--- src/rtl/speaker_arbiter.sv ---
// rtl/speaker_arbiter.sv - round-robin arbiter sharing the speaker sample port
// between N_REQ requesters using 4-phase command/response handshakes.
module speaker_arbiter #(
    parameter int N_REQ = 2,
    parameter int GW    = 1
) (
    input  logic                  clock_25m,
    input  logic                  reset_25m_n,
    input  logic [N_REQ-1:0]      req_command,
    input  logic [32*N_REQ-1:0]   req_sample,
    output logic [N_REQ-1:0]      req_response,
    output logic                  speaker_command,
    output logic [31:0]           speaker_sample,
    input  logic                  speaker_response,
    output logic [GW-1:0]         grant_id,
    output logic                  busy,
    output logic                  protocol_error
);

    typedef enum logic [1:0] {S_IDLE, S_ISSUE, S_RELEASE, S_ACK} state_t;

    state_t            r_state, w_state_nx;
    logic [N_REQ-1:0]  r_resp, w_resp_nx;
    logic              r_cmd, w_cmd_nx;
    logic [31:0]       r_sample, w_sample_nx;
    logic [GW-1:0]     r_grant, w_grant_nx;
    logic              r_err, w_err_nx;

    logic              w_found;
    logic [GW-1:0]     w_pick;
    logic [31:0]       w_pick_sample;
    logic              w_cmd_g;

    // Round-robin scan: smallest offset past the last grant wins, so walk
    // offsets downward and let the nearest candidate overwrite the rest.
    always_comb begin
        w_found       = 1'b0;
        w_pick        = '0;
        w_pick_sample = '0;
        for (int k = N_REQ; k >= 1; k--) begin
            for (int j = 0; j < N_REQ; j++) begin
                if (j == (int'(r_grant) + k) % N_REQ && req_command[j]) begin
                    w_found       = 1'b1;
                    w_pick        = GW'(j);
                    w_pick_sample = req_sample[32*j +: 32];
                end
            end
        end
    end

    assign w_cmd_g = req_command[r_grant];

    always_comb begin
        w_state_nx  = r_state;
        w_resp_nx   = r_resp;
        w_cmd_nx    = r_cmd;
        w_sample_nx = r_sample;
        w_grant_nx  = r_grant;
        w_err_nx    = r_err;
        case (r_state)
            S_IDLE: begin
                if (w_found) begin
                    w_grant_nx  = w_pick;
                    w_sample_nx = w_pick_sample;
                    w_cmd_nx    = 1'b1;
                    w_state_nx  = S_ISSUE;
                end
            end
            S_ISSUE: begin
                if (speaker_response) begin
                    w_cmd_nx   = 1'b0;
                    w_state_nx = S_RELEASE;
                end
            end
            S_RELEASE: begin
                // An early command drop is only judged here, after the speaker
                // transaction has fully completed.
                if (!speaker_response) begin
                    if (w_cmd_g) begin
                        w_resp_nx  = N_REQ'(1) << r_grant;
                        w_state_nx = S_ACK;
                    end else begin
                        w_err_nx   = 1'b1;
                        w_state_nx = S_IDLE;
                    end
                end
            end
            S_ACK: begin
                if (!w_cmd_g) begin
                    w_resp_nx  = '0;
                    w_state_nx = S_IDLE;
                end
            end
            default: w_state_nx = S_IDLE;
        endcase
    end

    always_ff @(posedge clock_25m or negedge reset_25m_n) begin
        if (!reset_25m_n) begin
            r_state  <= S_IDLE;
            r_resp   <= '0;
            r_cmd    <= 1'b0;
            r_sample <= '0;
            r_grant  <= GW'(N_REQ - 1);
            r_err    <= 1'b0;
        end else begin
            r_state  <= w_state_nx;
            r_resp   <= w_resp_nx;
            r_cmd    <= w_cmd_nx;
            r_sample <= w_sample_nx;
            r_grant  <= w_grant_nx;
            r_err    <= w_err_nx;
        end
    end

    assign req_response    = r_resp;
    assign speaker_command = r_cmd;
    assign speaker_sample  = r_sample;
    assign grant_id        = r_grant;
    assign busy            = (r_state != S_IDLE);
    assign protocol_error  = r_err;

endmodule
--- config.mk ---
export PLATFORM = sky130hd
export DESIGN_NAME = speaker_arbiter
export DESIGN_NICKNAME = d
export VERILOG_FILES = /design/src/rtl/speaker_arbiter.sv
export SDC_FILE = /design/constraint.sdc
export NUM_CORES = 1
export LEC_CHECK = 0
export ABC_CLOCK_PERIOD_IN_PS = 1500
export BUFFER_PORTS_ARGS = -buffer_cell sky130_fd_sc_hd__buf_2
export CAP_MARGIN = 20
export CORE_MARGIN = 8
export CORE_UTILIZATION = 39
export CTS_BUF_LIST = sky130_fd_sc_hd__clkbuf_16
export DETAILED_ROUTE_END_ITERATION = 7
export PLACE_DENSITY_LB_ADDON = 0.2
export RECOVER_POWER = 50
export REMOVE_ABC_BUFFERS = 1
export SETUP_SLACK_MARGIN = 0.05
export SYNTH_ARGS = -nofsm -noshare
export SYNTH_HDL_FRONTEND = slang
export SYNTH_SLANG_ARGS = --single-unit
--- constraint.sdc ---
create_clock -name clock_25m -period 1.5 [get_ports clock_25m]
set_clock_uncertainty 0.1 [all_clocks]
set_input_delay 0.075 -clock clock_25m [delete_from_list [all_inputs] [get_ports clock_25m]]
set_output_delay 0.075 -clock clock_25m [all_outputs]
set_load 0.02 [all_outputs]
==> flow_metrics.tcl <==
set metrics [dict create \
    overflow 0 \
    synth_seq_area_share_pct 53.60 \
    tightest_slew_ns 0.8540 \
    cts_sinks 39 \
    drive_above_1_share_pct 43.38 \
    synth_top_family_by_area "compound AO/OA/AOI/OAI gates" \
    initial_core_util_pct 39.38 \
    ir_drop_mv 0.9442 \
    synthArstFlopShare_pct 100.0 \
    synthAdderAreaFrac_pct 0 \
    final.fill_count 405 \
    io_pins 107 \
    clk-insertion-delay-late_ns 0.28 \
    multi_input_area_um2 803.3 \
    rsz0062_at_grt "yes" \
    antenna_found_initial 0 \
    min_path_cells 3 \
    holdCritStartpoint "req_sample[38]" \
    portBuffers 106 \
    max_freq_ghz 0.6612 \
    rows 25 \
    critPathLaunchType "register" \
    firstDrtPassIters 4 \
    htreeDepth 2 \
    p_clk_share_pct 17.5 \
    first_iter_violations 122 \
    core_mm2 0.004629 \
    rr_worst_depth 4 \
    synth-edff-count 0 \
    outcome "finished, violations left" \
    diodes 0 \
    place_congestion 0.7658 \
    ys_warn_count 0 \
    synthToLayoutAreaGrowth_pct 62.59 \
    die_w_um 84.37 \
    synthXorXnorAreaFrac_pct 0 \
    end_kind "register" \
    violations "setup timing" \
    r2r-start "grant_id" \
    synthSimpleGateAreaFrac_pct 15.51 \
    path_class "reg2reg" \
    synth_area_mm2 0.001823 \
    grt_pass1_vias 2037 \
    setup_viol_count_final 1 \
    yosysUniqueCellTypes 32 \
    track_usage_pct 17.20 \
    switching_share_pct 40.44 \
    die_h_um 84.37 \
    drc_errors 0 \
    vias_per_cell 5.306 \
    cp_data_required_time_ns 1.56 \
    ys_seq_elements 39 \
    grt_max_degree 23 \
    muxShareOfSynthArea_pct 2.402 \
    post-route-period-util_pct 100.8 \
    hold_path_class "in2reg" \
    r2r_slack_ns -0.01 \
    fin_nets 370 \
    final-max-slew-violation-count 0 \
    synth_compound_area_share_pct 23.06 \
    power_w 0.005891 \
    final_cell_mix "buf_2, dfrtp_1, dlygate4sd3_1, a221o_1, and3_1" \
    fin_ws_ns -0.01232 \
    grt_pass1_wl_um 9880 \
    crit_fanout 17 \
    pre_cts_ws_ns -0.04215 \
    hold_viol_final 0 \
    r2r-end "speaker_sample[5]" \
    cts-buffers-inserted 5 \
    wl_per_cell_um 17.65 \
    die_area_mm2 0.007118 \
    synth_cells 154 \
    leakagePower_nw 1.515 \
    synth_ff_type "dfrtp_1" \
    seq_power_share_pct 32.0 \
    final_common_cell "buf_2" \
    antenna_left 0 \
    clockBufferDepth 2 \
    dp_hpwl_um 4213 \
    root_buffer "clkbuf_16" \
    layout_min_cycle_time_ns 1.512 \
    powerDensity_mw_per_mm2 1988 \
    p_int_w 0.003509 \
    p_sw_w 0.002383 \
    clkTransAtPathRegs_ns 0.06 \
    combPwrFrac_pct 50.4 \
    cts_tree "yes" \
    crit_arrival_ns 1.57 \
    min_to "speaker_sample[6]" \
    slew-limit-headroom_pct 43.07 \
    vias 1889 \
    drv_cap 0 \
    fin_hold_ws_ns 0.01116 \
    syn-mean-instance-area_um2 11.84 \
    routed_wl_um 6283 \
    regArea_um2 977.2 \
]
Yosys cell counts, types with 4 or more instances:
| cell type | instances | area share [%] |
|---|---|---|
| nand2_1 | 5 | 1.0 |
| nor2_1 | 5 | 1.0 |
| inv_1 | 4 | 0.82 |
| and3_1 | 28 | 9.6 |
| dfrtp_1 | 38 | 52 |
| buf_2 | 4 | 1.1 |
| a221o_1 | 28 | 15 |
| clkbuf_1 | 6 | 1.2 |
kinds of logic (layout without fill, tap and decap cells):
| group | count (synthesis) | in the layout |
|---|---|---|
| and+or+nand+nor | 47 | 48 |
| AOI/OAI and AO/OA | 46 | 46 |
| DFF | 39 | 39 |
| buffers and inverters | 18 | 165 |
| muxes | 4 | 4 |
power by group through the flow:
| stage | clock network [W] | logic, W | registers (W) |
|---|---|---|---|
| final | 0.00103 | 0.00297 | 0.00189 |
| after detailed placement | 0 | 0.00284 | 0.00187 |
| after global placement | 0 | 0.00279 | 0.00187 |
| after global routing | 0.00110 | 0.00321 | 0.00195 |
| after floorplan | 0 | 0.00108 | 0.00247 |
| after CTS | 0.00106 | 0.00298 | 0.00186 |
worst max path at each step:
stage | from | end | slack (ns) | depth (start not counted)
floorplan | r_state[1] | speaker_sample[0] | -0.58 | 3
global placement | grant_id | speaker_sample[27] | -0.002 | 3
detailed placement | grant_id | speaker_sample[5] | -0.04 | 4
CTS | grant_id | speaker_sample[5] | 0.03 | 4
global route | grant_id | speaker_sample[31] | -0.03 | 4
finish | grant_id | speaker_sample[5] | -0.01 | 4
worst max-delay path: stages (launching register included):
cell and delay [ns]:
dfstp_2 0.58, a21boi_4 0.08, buf_6 0.16, and3_1 0.19
a221o_1 0.28
per-layer routing:
layer,part of all wire [%],vias up,global-route usage (%)
li1,-,899,-
met5,0,-,0
met1,42,899,19.35
met4,2.1,0,8.252
met3,6.8,12,6.049
met2,49,79,28.37
flip-flops by register name, indices dropped and copies added (netlist names):
signal           count
speaker_sample      32
r_state              2
req_response         2
grant_id             1
protocol_error       1
speaker_command      1
through the flow:
step / instances / cell area [µm²] / TNS [ns] / util [%]
2_1_floorplan: 140 / 1739 / -18.25 / -
3_3_place_gp: 313 / 2451 / -0.003009 / 52.95
3_5_place_dp: 313 / 2451 / -0.6262 / 52.95
4_1_cts: 355 / 2939 / 0 / 63.49
5_1_grt: 356 / 2964 / -0.3460 / 64.03
6_report: 356 / 2964 / -0.01232 / 64.03
what timing repair did:
| action | in CTS | in global routing |
|---|---|---|
| endpoints found under the hold margin | 54 | 0 |
| setup endpoints to repair | 31 | 35 |
| pin swaps | 1 | 1 |
| buffers inserted | 3 | 1 |
| hold buffers | 30 | 0 |
| cloned | 1 | 0 |
| gates resized for setup | 3 | 9 |
final cells by class:
type / count / area share, %
Clock buffer: 5 / 4.221
Clock inverter: 3 / 0.6754
Inverter: 4 / 0.5065
Multi-Input combinational cell: 98 / 27.10
Sequential cell: 39 / 32.97
Tap cell: 54 / 2.279
Timing Repair Buffer: 153 / 32.25
No activity file was read; power rests on OpenSTA's default activity.
